<file path="src/rtl/pkt_reassembler_if.sv">
// Flit ingress and RX read-side bundle for the packet reassembler.
interface pkt_reassembler_if #(
  parameter int NUM_VC      = 3,
  parameter int VC_W        = 2,
  parameter int FLIT_DATA_W = 32
);
  logic                   flit_valid_i;
  logic                   flit_ready_o;
  logic [VC_W-1:0]        flit_vc_i;
  logic [1:0]             flit_type_i;
  logic [FLIT_DATA_W-1:0] flit_data_i;
  logic [VC_W-1:0]        rd_vc_i;
  logic                   rd_req_i;
  logic                   rd_valid_o;
  logic [FLIT_DATA_W-1:0] rd_data_o;
  logic                   rd_last_o;
  logic [NUM_VC-1:0]      pkt_avail_o;
  logic [NUM_VC-1:0]      err_o;
  logic [NUM_VC-1:0]      err_clr_i;

  modport slave (
    input  flit_valid_i, flit_vc_i, flit_type_i, flit_data_i, rd_vc_i, rd_req_i, err_clr_i,
    output flit_ready_o, rd_valid_o, rd_data_o, rd_last_o, pkt_avail_o, err_o
  );
  modport master (
    output flit_valid_i, flit_vc_i, flit_type_i, flit_data_i, rd_vc_i, rd_req_i, err_clr_i,
    input  flit_ready_o, rd_valid_o, rd_data_o, rd_last_o, pkt_avail_o, err_o
  );
endinterface

</file>
<file path="src/rtl/pkt_reassembler.sv">
// Per-VC head/body/tail framing check, packet FIFO and complete-packet counter.

module pkt_reassembler_vc #(
  parameter int FLIT_DATA_W = 32,
  parameter int PKT_SZ_LSB  = 0,
  parameter int PKT_SZ_W    = 8,
  parameter int FIFO_DEPTH  = 8
) (
  input  logic                   clk_axi,
  input  logic                   arst_axi,
  input  logic                   wr_sel,     // valid flit addressed to this VC
  input  logic [1:0]             flit_type,
  input  logic [FLIT_DATA_W-1:0] flit_data,
  input  logic                   rd_sel,     // read request addressed to this VC
  input  logic                   err_clr,
  output logic                   full,
  output logic                   empty,
  output logic [FLIT_DATA_W:0]   head,       // {last, payload}
  output logic                   pkt_avail,
  output logic                   err
);
  localparam int AW    = $clog2(FIFO_DEPTH);
  localparam int CNT_W = $clog2(FIFO_DEPTH + 1);
  localparam logic [1:0] T_HEAD = 2'b00;
  localparam logic [1:0] T_BODY = 2'b01;
  localparam logic [1:0] T_TAIL = 2'b10;

  typedef enum logic {IDLE, RECV} state_t;

  state_t               state, state_nxt;
  logic [PKT_SZ_W-1:0]  rem, rem_nxt, sz;
  logic                 take, wr_en, wr_last, pkt_done, err_set, pop, pop_last;
  logic [AW:0]          wptr, rptr;
  logic [FLIT_DATA_W:0] mem [FIFO_DEPTH];
  logic [CNT_W-1:0]     pkt_cnt;

  assign full      = (wptr[AW] != rptr[AW]) && (wptr[AW-1:0] == rptr[AW-1:0]);
  assign empty     = (wptr == rptr);
  assign take      = wr_sel && !full;
  assign sz        = flit_data[PKT_SZ_LSB +: PKT_SZ_W];
  assign head      = mem[rptr[AW-1:0]];
  assign pop       = rd_sel && !empty;
  assign pop_last  = pop && head[FLIT_DATA_W];
  assign pkt_avail = (pkt_cnt != '0);

  // Framing decision for a consumed flit; anything out of sequence is dropped and flagged.
  always_comb begin
    state_nxt = state;
    rem_nxt   = rem;
    wr_en     = 1'b0;
    wr_last   = 1'b0;
    pkt_done  = 1'b0;
    err_set   = 1'b0;
    if (take) begin
      case (state)
        IDLE: begin
          if (flit_type == T_HEAD) begin
            wr_en = 1'b1;
            if (sz == '0) begin
              wr_last  = 1'b1;
              pkt_done = 1'b1;
            end else begin
              rem_nxt   = sz;
              state_nxt = RECV;
            end
          end else begin
            err_set = 1'b1;
          end
        end
        RECV: begin
          if (flit_type == T_BODY && rem > PKT_SZ_W'(1)) begin
            wr_en   = 1'b1;
            rem_nxt = rem - PKT_SZ_W'(1);
          end else if (flit_type == T_TAIL && rem == PKT_SZ_W'(1)) begin
            wr_en     = 1'b1;
            wr_last   = 1'b1;
            pkt_done  = 1'b1;
            state_nxt = IDLE;
          end else begin
            err_set = 1'b1;
          end
        end
        default: state_nxt = IDLE;
      endcase
    end
  end

  // Framing state, FIFO pointers, packet count and sticky error.
  always_ff @(posedge clk_axi or posedge arst_axi) begin
    if (arst_axi) begin
      state   <= IDLE;
      rem     <= '0;
      wptr    <= '0;
      rptr    <= '0;
      pkt_cnt <= '0;
      err     <= 1'b0;
    end else begin
      state <= state_nxt;
      rem   <= rem_nxt;
      if (wr_en) wptr <= wptr + (AW+1)'(1);
      if (pop)   rptr <= rptr + (AW+1)'(1);
      case ({pkt_done, pop_last})
        2'b10:   pkt_cnt <= pkt_cnt + CNT_W'(1);
        2'b01:   pkt_cnt <= pkt_cnt - CNT_W'(1);
        default: pkt_cnt <= pkt_cnt;
      endcase
      if (err_set)      err <= 1'b1;
      else if (err_clr) err <= 1'b0;
    end
  end

  // Storage array; contents are don't-care until the write pointer passes them.
  always_ff @(posedge clk_axi) begin
    if (wr_en) mem[wptr[AW-1:0]] <= {wr_last, flit_data};
  end
endmodule

module pkt_reassembler #(
  parameter int NUM_VC      = 3,
  parameter int VC_W        = 2,
  parameter int FLIT_DATA_W = 32,
  parameter int PKT_SZ_LSB  = 0,
  parameter int PKT_SZ_W    = 8,
  parameter int FIFO_DEPTH  = 8
) (
  input logic               clk_axi,
  input logic               arst_axi,
  pkt_reassembler_if.slave  bus
);
  localparam int NUM_SEL = 1 << VC_W;

  logic [NUM_VC-1:0]                  full_v, empty_v;
  logic [NUM_VC-1:0][FLIT_DATA_W:0]   head_v;
  logic [NUM_SEL-1:0]                 full_pad, empty_pad;
  logic [NUM_SEL-1:0][FLIT_DATA_W:0]  head_pad;

  for (genvar v = 0; v < NUM_VC; v++) begin : g_vc
    pkt_reassembler_vc #(
      .FLIT_DATA_W(FLIT_DATA_W), .PKT_SZ_LSB(PKT_SZ_LSB),
      .PKT_SZ_W(PKT_SZ_W), .FIFO_DEPTH(FIFO_DEPTH)
    ) u_vc (
      .clk_axi   (clk_axi),
      .arst_axi  (arst_axi),
      .wr_sel    (bus.flit_valid_i && (bus.flit_vc_i == VC_W'(v))),
      .flit_type (bus.flit_type_i),
      .flit_data (bus.flit_data_i),
      .rd_sel    (bus.rd_req_i && (bus.rd_vc_i == VC_W'(v))),
      .err_clr   (bus.err_clr_i[v]),
      .full      (full_v[v]),
      .empty     (empty_v[v]),
      .head      (head_v[v]),
      .pkt_avail (bus.pkt_avail_o[v]),
      .err       (bus.err_o[v])
    );
  end

  // Pad to the full VC id range: unused ids look never-full (flit sinks) and always-empty.
  always_comb begin
    full_pad  = '0;
    empty_pad = '1;
    head_pad  = '0;
    full_pad[NUM_VC-1:0]  = full_v;
    empty_pad[NUM_VC-1:0] = empty_v;
    head_pad[NUM_VC-1:0]  = head_v;
  end

  assign bus.flit_ready_o = !full_pad[bus.flit_vc_i];
  assign bus.rd_valid_o   = !empty_pad[bus.rd_vc_i];
  assign {bus.rd_last_o, bus.rd_data_o} = head_pad[bus.rd_vc_i];
endmodule

</file>
<file path="src/flat_wrapper.sv">
// flat-port wrapper written by rule: the top's interface ports become plain ports
module pkt_reassembler_flat 
#(
  parameter int NUM_VC      = 3,
  parameter int VC_W        = 2,
  parameter int FLIT_DATA_W = 32,
  parameter int PKT_SZ_LSB  = 0,
  parameter int PKT_SZ_W    = 8,
  parameter int FIFO_DEPTH  = 8
)
  (clk_axi, arst_axi, bus_flit_valid_i, bus_flit_vc_i, bus_flit_type_i, bus_flit_data_i, bus_rd_vc_i, bus_rd_req_i, bus_err_clr_i, bus_flit_ready_o, bus_rd_valid_o, bus_rd_data_o, bus_rd_last_o, bus_pkt_avail_o, bus_err_o);
  pkt_reassembler_if #(.NUM_VC(NUM_VC), .VC_W(VC_W), .FLIT_DATA_W(FLIT_DATA_W)) bus_i ();
  input logic clk_axi;
  input logic arst_axi;
  input wire logic [$bits(bus_i.flit_valid_i)-1:0] bus_flit_valid_i;
  input wire logic [$bits(bus_i.flit_vc_i)-1:0] bus_flit_vc_i;
  input wire logic [$bits(bus_i.flit_type_i)-1:0] bus_flit_type_i;
  input wire logic [$bits(bus_i.flit_data_i)-1:0] bus_flit_data_i;
  input wire logic [$bits(bus_i.rd_vc_i)-1:0] bus_rd_vc_i;
  input wire logic [$bits(bus_i.rd_req_i)-1:0] bus_rd_req_i;
  input wire logic [$bits(bus_i.err_clr_i)-1:0] bus_err_clr_i;
  output wire logic [$bits(bus_i.flit_ready_o)-1:0] bus_flit_ready_o;
  output wire logic [$bits(bus_i.rd_valid_o)-1:0] bus_rd_valid_o;
  output wire logic [$bits(bus_i.rd_data_o)-1:0] bus_rd_data_o;
  output wire logic [$bits(bus_i.rd_last_o)-1:0] bus_rd_last_o;
  output wire logic [$bits(bus_i.pkt_avail_o)-1:0] bus_pkt_avail_o;
  output wire logic [$bits(bus_i.err_o)-1:0] bus_err_o;
  assign bus_i.flit_valid_i = bus_flit_valid_i;
  assign bus_i.flit_vc_i = bus_flit_vc_i;
  assign bus_i.flit_type_i = bus_flit_type_i;
  assign bus_i.flit_data_i = bus_flit_data_i;
  assign bus_i.rd_vc_i = bus_rd_vc_i;
  assign bus_i.rd_req_i = bus_rd_req_i;
  assign bus_i.err_clr_i = bus_err_clr_i;
  assign bus_flit_ready_o = bus_i.flit_ready_o;
  assign bus_rd_valid_o = bus_i.rd_valid_o;
  assign bus_rd_data_o = bus_i.rd_data_o;
  assign bus_rd_last_o = bus_i.rd_last_o;
  assign bus_pkt_avail_o = bus_i.pkt_avail_o;
  assign bus_err_o = bus_i.err_o;
  pkt_reassembler #(.NUM_VC(NUM_VC), .VC_W(VC_W), .FLIT_DATA_W(FLIT_DATA_W), .PKT_SZ_LSB(PKT_SZ_LSB), .PKT_SZ_W(PKT_SZ_W), .FIFO_DEPTH(FIFO_DEPTH)) u_core (.clk_axi(clk_axi), .arst_axi(arst_axi), .bus(bus_i));
endmodule
</file>
<file path="config.mk">
export PLATFORM = sky130hd
export DESIGN_NAME = pkt_reassembler_flat
export DESIGN_NICKNAME = d
export VERILOG_FILES = /design/src/rtl/pkt_reassembler_if.sv /design/src/rtl/pkt_reassembler.sv /design/src/flat_wrapper.sv
export SDC_FILE = /design/constraint.sdc
export NUM_CORES = 1
export LEC_CHECK = 0
export CAP_MARGIN = 0
export CORE_MARGIN = 2
export CORE_UTILIZATION = 56
export CTS_CLUSTER_DIAMETER = 120
export DETAILED_ROUTE_END_ITERATION = 16
export GPL_TIMING_DRIVEN = 0
export PLACE_DENSITY_LB_ADDON = 0.25
export SLEW_MARGIN = 20
export SYNTH_ARGS = -nofsm -noshare
export SYNTH_HDL_FRONTEND = slang
export SYNTH_SLANG_ARGS = --single-unit
</file>
<file path="constraint.sdc">
create_clock -name clk_axi -period 5.95 [get_ports clk_axi]
set_input_delay 0.8925 -clock clk_axi [delete_from_list [all_inputs] [get_ports clk_axi]]
set_output_delay 0.8925 -clock clk_axi [all_outputs]
set_load 0.02 [all_outputs]
</file>
=== Word level (Yosys, flattened, before mapping) ===
Memories as Yosys holds them, arrays and structs flattened.
Cells that the tools add are included.
Widths: inputs -> output; s select.

* $add $sub $neg: 15
* Magnitude comparators: 5
* Equal/unequal tests: 33
* Mux-type cells: 74
* Bitwise logic cells: 3
* Reduce and logical (&&, ||, !) cells: 48

{| class="wikitable"
|+ Operators with widths
! operator !! count
|-
| $bmux 33 s2 || 1
|-
| $pmux 8 s2 || 3
|-
| $mux 1 || 47
|-
| $mux 8 || 5
|-
| $add 4x1->4 const B || 9
|-
| $mux 33 || 1
|-
| $eq 8x1->1 const B || 3
|-
| $gt 8x1->1 const B || 3
|-
| $logic_and 1x1->1 || 24
|-
| $pmux 1 s2 || 12
|-
| $pmux 4 s2 || 3
|-
| $sub 8x1->8 const B || 3
|-
| $eq 2x1->1 const B || 6
|-
| $eq 2x2->1 const B || 6
|-
| $eq 4x4->1 || 3
|-
| $reduce_and 4->1 || 3
|-
| $reduce_bool 2->1 || 6
|-
| $reduce_bool 4->1 || 3
|-
| $sub 4x1->4 const B || 3
|-
| $ne 2x1->1 const B || 5
|-
| $eq 3x3->1 || 3
|-
| $logic_not 1->1 || 8
|-
| $logic_not 8->1 || 1
|-
| $ne 2x2->1 const B || 4
|-
| 5 further kinds || 13
|}

* Flip-flop bits (word level): 66
* RAM bits: 792
* Input bits: 45
* Output and inout bits: 41
* Memories kept: 3

{| class="wikitable"
|+ Memories
! memory !! words !! width !! rd ports !! clocked after Yosys merged registers in !! wr ports !! RTL line !! text
|-
| u_core.g_vc[0].u_vc.mem || 8 || 33 || 1 || 0 || 1 || pkt_reassembler.sv:34 || <nowiki>logic [FLIT_DATA_W:0] mem [FIFO_DEPTH];</nowiki>
|-
| u_core.g_vc[1].u_vc.mem || 8 || 33 || 1 || 0 || 1 || pkt_reassembler.sv:34 ||
|-
| u_core.g_vc[2].u_vc.mem || 8 || 33 || 1 || 0 || 1 || pkt_reassembler.sv:34 ||
|}

=== Longest topological paths before layout ===
* Depth in word-level cells: 8
* Depth in mapped cells: 13
* Depth with buffers taken out: 13

=== Modules after synthesis ===
A second synthesis with hierarchy kept.

* Cell total of the unflattened synthesis: 1709
* Area, all modules: 35140.0 sq um

{| class="wikitable"
|+ Modules (own cells, without submodules)
! module !! times used !! cells each !! area each (sq um) !! seq. area each (sq um)
|-
| pkt_reassembler_vc (u_core.g_vc[1].u_vc) || 1 || 540 || 11447.2 || 8478.1
|-
| pkt_reassembler_vc (u_core.g_vc[0].u_vc) || 1 || 540 || 11414.7 || 8478.1
|-
| pkt_reassembler_vc (u_core.g_vc[2].u_vc) || 1 || 538 || 11374.7 || 8478.1
|-
| pkt_reassembler || 1 || 91 || 903.4 || 0.0
|}

=== Worst setup path before layout ===
No wires, ideal clock.

* Kind: in2reg
* From: in bus_flit_vc_i[0]
* To: mem u_core.g_vc[2].u_vc.mem[6][0] (netlist bit), enable pin
* Setup time: 0.518 ns
* Data arrival time: 5.218 ns
* Required time: 5.432 ns
* Slack: 0.214 ns
* Stages on the path: 5
* Path buffers: 1
* Path through: nand3b_1 -> a41oi_1 -> o31ai_1 -> clkbuf_1 -> nor4b_1

* Word-level cells in the longest chain between the ends: 6

{| class="wikitable"
|+ RTL lines
! item !! RTL line !! text
|-
| start: declaration || flat_wrapper.sv:16 || <nowiki>input wire logic [$bits(bus_i.flit_vc_i)-1:0] bus_flit_vc_i;</nowiki>
|-
| $eq 2x2->1 || pkt_reassembler.sv:144 || <nowiki>.wr_sel (bus.flit_valid_i && (bus.flit_vc_i == VC_W'(v))),</nowiki>
|-
| $logic_and 1x1->1 || pkt_reassembler.sv:144 ||
|-
| $logic_and 1x1->1 || pkt_reassembler.sv:39 || <nowiki>assign take = wr_sel && !full;</nowiki>
|-
| $mux 1 || pkt_reassembler.sv:54 || <nowiki>if (take) begin</nowiki>
|-
| $mux 1 || pkt_reassembler.sv:114 || <nowiki>if (wr_en) mem[wptr[AW-1:0]] <= {wr_last, flit_data};</nowiki>
|-
| $mux 1 (implied by the code) || pkt_reassembler.sv:114 ||
|-
| end: declaration || pkt_reassembler.sv:34 ||
|}

No other way between the ends.

=== Worst setup path after layout ===
* From: reg u_core.g_vc[2].u_vc.rptr[1]
* To: out bus_rd_data_o[17]

* Word-level cells in the longest chain between the ends: 3

{| class="wikitable"
|+ RTL lines
! item !! RTL line !! text
|-
| start: declaration || pkt_reassembler.sv:33 || <nowiki>logic [AW:0] wptr, rptr;</nowiki>
|-
| start signal: assignment || pkt_reassembler.sv:101 || <nowiki>if (pop) rptr <= rptr + (AW+1)'(1);</nowiki>
|-
| $mem_v2 8x33 || -- ||
|-
| $bmux 33 s2 || pkt_reassembler.sv:169 || <nowiki>assign {bus.rd_last_o, bus.rd_data_o} = head_pad[bus.rd_vc_i];</nowiki>
|-
| $mux 33 (implied by the code) || pkt_reassembler.sv:169 ||
|-
| end: declaration || flat_wrapper.sv:24 || <nowiki>output wire logic [$bits(bus_i.rd_data_o)-1:0] bus_rd_data_o;</nowiki>
|}

No other way between the ends. The select of a mux whose other input is x is not followed.

==> impl_metrics.json <==
{
  "worst_path_most_repeated_cell": "clkbuf_1",
  "r2r_cells": 10,
  "slowest_stage": "clkbuf_1",
  "cts_sinks": 858,
  "crit_fanout": 10,
  "reg2reg_to": "u_core.g_vc[2].u_vc.mem[4][15]$_DFFE_PP_",
  "insertedDiodeCount": 0,
  "fmax_mhz": 178,
  "grt_max_degree": 46,
  "cts_hold_buf": 0,
  "finalMaxSlewViolations": 0,
  "whs_path_depth": 1,
  "syn_nets": 1778,
  "setup_viol": 0,
  "synthFlopType": "edfxtp_1",
  "synth.most_common_cell": "edfxtp_1",
  "min_period_over_period_pct": 94.5,
  "critPathLaunchType": "register",
  "worstSkewPairLatency_ns": 0.63,
  "ys_top_cells_by_area": "edfxtp_1 69%, mux4_2 13%, dfrtp_1 4.8%",
  "finalHoldViolations": 0,
  "slew_headroom_pct": 24.8,
  "max_cap_violations": 0,
  "worst_ir_drop_vdd_mv": 0.232,
  "pin_count": 86,
  "fin_area_sq_um": 39900,
  "fp.dieW_um": 252,
  "n_fill_cell": 3890,
  "synthAdderAreaFrac_pct": 0.938,
  "die_h_um": 252,
  "hp-start": "u_core.g_vc[1].u_vc.pkt_cnt[3]$_DFFE_PP0P_",
  "ant_nets": 0,
  "r2r_start": "u_core.g_vc[2].u_vc.rptr[1]$_DFFE_PP0P_",
  "skew_ns": 0.0176,
  "whs_endpoint": "u_core.g_vc[1].u_vc.pkt_cnt[3]$_DFFE_PP0P_",
  "netlist_instances": 1709,
  "grtUsageTotal_pct": 25.5,
  "synth_edf_count": 792,
  "start_util_pct": 56.8,
  "layout.nets": 2053,
  "rows": 90,
  "cts_max_path_buffers": 3,
  "root_buffer": "clkbuf_16",
  "yosys_warnings": 0,
  "syn_avg_cell_area_sq_um": 20.1,
  "p_leak_nw": 13.3,
  "ys_types": 64,
  "core-area_sq_um": 60600,
  "vias_per_cell": 6.38,
  "synth_xor_area_share_pct": 1.09,
  "first_pass_iters": 5,
  "hp-class": "reg -> reg",
  "cts_setup_buffers": 0,
  "synth-compound-area-share_pct": 3.42,
  "synth_top_area_share_pct": 69.1,
  "io_buffer_count": 85,
  "drtIter0Drc": 1870,
  "num_vias": 18000,
  "utilization_pct": 65.8,
  "clk_pin_slew_worst_paths_ns": 0.06,
  "syn_area_sq_um": 34400,
  "grt_pass1_wl_um": 118000,
  "async_reset_ff_share_pct": 7.69,
  "muxShareOfSynthArea_pct": 16.2,
  "crit_type": "reg -> out",
  "yosys.area_share.simple_pct": 2.74,
  "rrSetupSlack_ns": 1.74,
  "yosysSeqAreaShare_pct": 73.9,
  "period_needed_ns": 5.62,
  "slowest_delay_ns": 0.88,
  "drc": 0,
  "gp_congestion": 0.831,
  "yosys.area.top_type": "edfxtp_1",
  "place_area_sq_um": 37200,
  "rsz0062_at_grt": "no",
  "cts-buffers-inserted": 85,
  "overflow": 0,
  "status": "complete, no violations",
  "power_density_nw_per_um2": 430,
  "area_growth_pct": 15.8,
  "drt-total-wl_um": 78900,
  "cp_cell_sequence": "clkbuf_1 > clkbuf_1 > clkbuf_1 > mux4_2 > mux2i_1 > o21ai_0 > clkdlybuf4s50_1",
  "synth_top_family_by_area": "multiplexers",
  "antenna_found_initial": 0,
  "cts_tree": "built",
  "drive_gt1_share_pct": 25.4,
  "worstPathArrival_ns": 4.73,
  "worstPathRequired_ns": 5.06,
  "ys_ff_latch": 858,
  "htree_levels": 3,
  "place_hpwl_um": 51800,
  "worstMarginPinSlew_ns": 1.13,
  "synthTopCellsByCount": "792 x edfxtp_1, 198 x mux4_2, 104 x mux2i_1",
  "first_global_vias": 18600,
  "wire_per_inst_um": 27.9,
  "end_kind": "output pin",
  "ctsResizeCount": 0,
  "dieArea_sq_um": 63400
}
-- cell usage in the layout (no fill, tap or decap), types with 5 or more instances in the layout --
| cell | synthesis | layout |
|---|---|---|
| bufinv_16 | 0 | 8 |
| nor3_2 | 0 | 7 |
| dfrtp_1 | 66 | 66 |
| or3_1 | 7 | 7 |
| buf_2 | 33 | 78 |
| nand2_1 | 35 | 35 |
| ha_1 | 21 | 21 |
| nor2_1 | 38 | 34 |
| a41oi_1 | 6 | 6 |
| nand3_1 | 9 | 9 |
| a21o_1 | 5 | 5 |
| clkdlybuf4s50_1 | 0 | 78 |
| xnor2_1 | 24 | 24 |
| mux4_2 | 198 | 198 |
| clkbuf_16 | 0 | 89 |
| a31oi_1 | 8 | 8 |
| buf_12 | 0 | 6 |
| mux2_2 | 6 | 6 |
| nand4_1 | 8 | 8 |
| clkinv_1 | 0 | 12 |
| o21ai_0 | 55 | 55 |
| nor2b_1 | 8 | 8 |
| nor3_1 | 17 | 10 |
| clkinv_2 | 0 | 12 |
| buf_4 | 6 | 60 |
| buf_1 | 13 | 11 |
| nand2b_1 | 5 | 5 |
| buf_6 | 1 | 7 |
| o22a_1 | 48 | 48 |
| inv_1 | 32 | 30 |
| edfxtp_1 | 792 | 792 |
| a21oi_1 | 23 | 23 |
| clkbuf_1 | 47 | 61 |
| mux2i_1 | 104 | 104 |
| xor2_1 | 19 | 19 |
-- stage by stage --
step / setup slack (ns) / std cells / total power [mW] / TNS (ns) / hold slack (ns)
after CTS: 0.347 / 2823 / 17.3 / 0 / 0.461
after global placement: -4.87 / 2576 / 11.8 / -1750.73 / 0.449
after detailed placement: 1.07 / 2679 / 12.0 / 0 / 0.449
final: 0.330 / 2823 / 17.1 / 0 / 0.459
after global routing: 0.302 / 2823 / 17.8 / 0 / 0.471
after floorplan: 0.214 / 1709 / 10.4 / 0 / 0.433
-- kinds of logic after synthesis --
logic type,after synthesis
AOI/OAI and AO/OA,169
xor gates and xnor gates,43
adders and majority gates,24
buffers and inverters,133
DFF,858
muxes,308
and+or+nand+nor,174
-- state kept, by name, indices dropped and copies added, names as in the netlist --
name                      flops
u_core.g_vc.u_vc.rptr        12
u_core.g_vc.u_vc.state        3
u_core.g_vc.u_vc.rem         24
u_core.g_vc.u_vc.pkt_cnt     12
u_core.g_vc.u_vc.mem        792
u_core.g_vc.u_vc.err          3
u_core.g_vc.u_vc.wptr        12
-- power by group --
| part | internal [mW] | switching, mW |
|---|---|---|
| Sequential | 6.82 | 0.186 |
| Clock | 3.09 | 2.18 |
| Combinational | 2.22 | 2.66 |
-- critical path, delay by kind of cell (launching register included) --
| kind | cells | cell delay, ns |
|---|---|---|
| DFF | 1 | 0.36 |
| buffers and inverters | 4 | 2.84 |
| AOI/OAI and AO/OA | 1 | 0.42 |
| muxes | 2 | 0.48 |
-- layer usage --
metal	wire length (um)	up-vias	GRT usage, %
met4	2520	0	8.84
met1	31500	9440	36.0
li1	-	7552	-
met2	39000	856	41.6
met5	0	-	0
met3	5800	153	3.68
-- worst max path at each step --
stage / start / to / slack (ns)
3_3_place_gp: bus_flit_type_i[1] / u_core.g_vc[2].u_vc.mem[1][18]$_DFFE_PP_ / -4.87
5_1_grt: u_core.g_vc[2].u_vc.rptr[1]$_DFFE_PP0P_ / bus_rd_data_o[17] / 0.30
6_report: u_core.g_vc[2].u_vc.rptr[1]$_DFFE_PP0P_ / bus_rd_data_o[17] / 0.33
2_1_floorplan: bus_flit_vc_i[0] / u_core.g_vc[2].u_vc.mem[6][0]$_DFFE_PP_ / 0.21
4_1_cts: u_core.g_vc[2].u_vc.rptr[1]$_DFFE_PP0P_ / bus_rd_data_o[17] / 0.35
3_5_place_dp: bus_flit_data_i[5] / u_core.g_vc[2].u_vc.pkt_cnt[3]$_DFFE_PP0P_ / 1.07
-- cell type report --
class                   instances  area (sq um)  share of cell area [%]
flip-flops and latches        858         25400                    63.8
multi-input cells             718          8530                    21.4
clock buffers                 106          2310                    5.80
repair buffers                188          1620                    4.06
well taps                     782           978                    2.45
plain buffers                 101           464                    1.16
clock inverters                38           402                    1.01
inverters                      32           123                   0.308
(Power assumes the default switching activity.)
==> RTL change, RTL diff (same settings) <==
`NUM_VC` is set to 3 in 3 places; all go to 2.
--- a/src/rtl/pkt_reassembler_if.sv
+++ b/src/rtl/pkt_reassembler_if.sv
@@ -1,6 +1,6 @@
 // Flit ingress and RX read-side bundle for the packet reassembler.
 interface pkt_reassembler_if #(
-  parameter int NUM_VC      = 3,
+  parameter int NUM_VC      = 2,
   parameter int VC_W        = 2,
   parameter int FLIT_DATA_W = 32
 );
--- a/src/rtl/pkt_reassembler.sv
+++ b/src/rtl/pkt_reassembler.sv
@@ -116,7 +116,7 @@
 endmodule
 
 module pkt_reassembler #(
-  parameter int NUM_VC      = 3,
+  parameter int NUM_VC      = 2,
   parameter int VC_W        = 2,
   parameter int FLIT_DATA_W = 32,
   parameter int PKT_SZ_LSB  = 0,
--- a/src/flat_wrapper.sv
+++ b/src/flat_wrapper.sv
@@ -1,7 +1,7 @@
 // flat-port wrapper written by rule: the top's interface ports become plain ports
 module pkt_reassembler_flat 
 #(
-  parameter int NUM_VC      = 3,
+  parameter int NUM_VC      = 2,
   parameter int VC_W        = 2,
   parameter int FLIT_DATA_W = 32,
   parameter int PKT_SZ_LSB  = 0,
Ports: changed (resized bus_err_clr_i, bus_err_o and bus_pkt_avail_o); port bits go from 86 to 83. The function was not compared with the original's and may differ.
==> RTL change against the unedited design <==
  * Area after synthesis fell by 33%
  * Hold slack gained 9.0 ps
  * Worst setup slack gained 810 ps
  * Cell count down 31%
  * Die area fell by 32%
  * Wire length down 36%
  * Combinational power is 36% lower
  * Clock power shrank 39%
  * Sequential power shrank 34%
  * Final area down 32%
  * Register-to-register slack better by 620 ps
  * Power decreased by 36%
  * First-iteration DRC count down 40%
  * Sequential cell count shrank 286
  * Highest routed layer unchanged
==> RTL change: results (changes against the unedited design) <==
* Reg2Reg Depth at 13 (+3)
* HP Start: u_core.g_vc[0].u_vc.pkt_cnt[3]
* Final instance area at 26900 um2 (-32%)
* Placed Area at 25300 um2 (-32%)
* Initial antenna violation count at 0 (unchanged)
* Reg-to-reg slack, setup at 2360 ps (+620 ps)
* HPWL Detailed at 34100 um (-34%)
* Final setup fails at 0 (unchanged)
* First-pass GRT wire length at 76600 um (-35%)
* Port bufs at 81 (-4.7%)
* Mean post-synth cell area at 19.8 um2 (-1.5%)
* Largest net degree at the start of global routing at 35 (-24%)
* Clock Skews at 10.7 ps (-6.91 ps)
* Post-synth EDFFs at 528 (-33%)
* DR WL/cell at 26.1 um (-6.6%)
* Layout cells sized above 1 at 0.241 (-0.0126)
* Sequential share of the synthesized area at 0.734 (-0.00494)
* Crit Path Category: in -> out
* Worst reg2reg endpoint: u_core.g_vc[0].u_vc.pkt_cnt[3]
* Worst r2r src: u_core.g_vc[0].u_vc.rptr[1]
* GRT Resource Usage Total at 0.240 (-0.0154)
* Max reg flops at 528 (-33%)
* Layout Cells excl Fill at 1946 (-31%)
* Setup WS pre-CTS at 1180 ps (+118 ps)
* PnR worst setup slack at 1140 ps (+811 ps)
* Fillers at 2734 (-30%)
* Switching Share at 0.292 (-0.00103)
* Ranking of synthesized cells by area: edfxtp_1 (69%), mux4_2 (13%), dfrtp_1 (4.8%), a211oi_1 (2.1%), mux2i_1 (1.7%)
* GPL Wtd Cong at 0.795 (-4.4%)
* Post-synth cell types at 62 (-3.1%)
* Top cells by count, synth: edfxtp_1 (528), mux4_2 (132), a211oi_1 (66), dfrtp_1 (44)
* TritonCTS buffer count at 56 (-34%)
* Starting DRT DRC Count at 1114 (-40%)
* Worst endpoint data arrival time at 3920 ps (-810 ps)
* Post-Syn Nets at 1225 (-31%)
* Worst slew pin tran at 1020 ps (-112 ps)
* Nets at 1434 (-30%)
* Crit. Startpoint: bus_rd_vc_i[0]
* Ys async rst share at 0.0769 (unchanged)
* H-tree depth at 2 (-1)
* Hold Path Sink: u_core.g_vc[0].u_vc.pkt_cnt[3]
* WHS at 468 ps (+9.03 ps)
* Status: finished clean
* Clock Latency Late Sink at 590 ps (-40 ps)
* Worst VDD drop at 330 uV (+42%)
* CP endpoint: bus_rd_data_o[6]
* Pre-antenna DRT Iters at 7 (+2)
* Leakage Power at 8.90 nW (-33%)
[RTL change: changes by cell type after synthesis, sizes merged, moves of 26 or more]
cell,before,now
o21ai,56,30
mux4,198,132
nor2b,8,39
mux2i,104,39
edfxtp,792,528
o22a,51,2
a211oi,0,66
[RTL change: per-layer routing]
layer,GRT usage,vias up,part of all wire
li1,-,5198,-
met1,0.343,6452,0.42
met2,0.390,455,0.49
met3,0.0373,91,0.066
met4,0.0687,0,0.023
met5,0,-,0
[RTL change: power by group through the flow]
| stage | clock network, W | registers [W] | logic [W] |
|---|---|---|---|
| after floorplan | 0 | 0.00471 | 0.00221 |
| after global placement | 0 | 0.00474 | 0.00305 |
| after detailed placement | 0 | 0.00474 | 0.00315 |
| after CTS | 0.00324 | 0.00466 | 0.00317 |
| after global routing | 0.00338 | 0.00467 | 0.00337 |
| final | 0.00319 | 0.00466 | 0.00312 |
[RTL change: cell type report]
class / count / area share
buffer: 69 / 0.0126
clock buffer: 69 / 0.0547
clock inverter: 29 / 0.00586
inverter: 22 / 0.00307
multi-input combinational: 502 / 0.215
sequential: 572 / 0.630
tap: 532 / 0.0247
timing repair buffer: 151 / 0.0534
[RTL change: critical path, stage by stage]
cell and delay (ps):
clkdlybuf4s50_1 570, clkbuf_1 750, clkbuf_1 520, a211oi_1 140
a211oi_1 360, clkdlybuf4s50_1 670
[RTL change: cell families after synthesis]
family	count (synthesis)	synth area share
flops	572	0.734
simple gates	142	0.0365
mux	174	0.147
xor+xnor	29	0.0113
fa+ha+maj	16	0.00932
compound gates	141	0.0431
buf+inv	91	0.0183
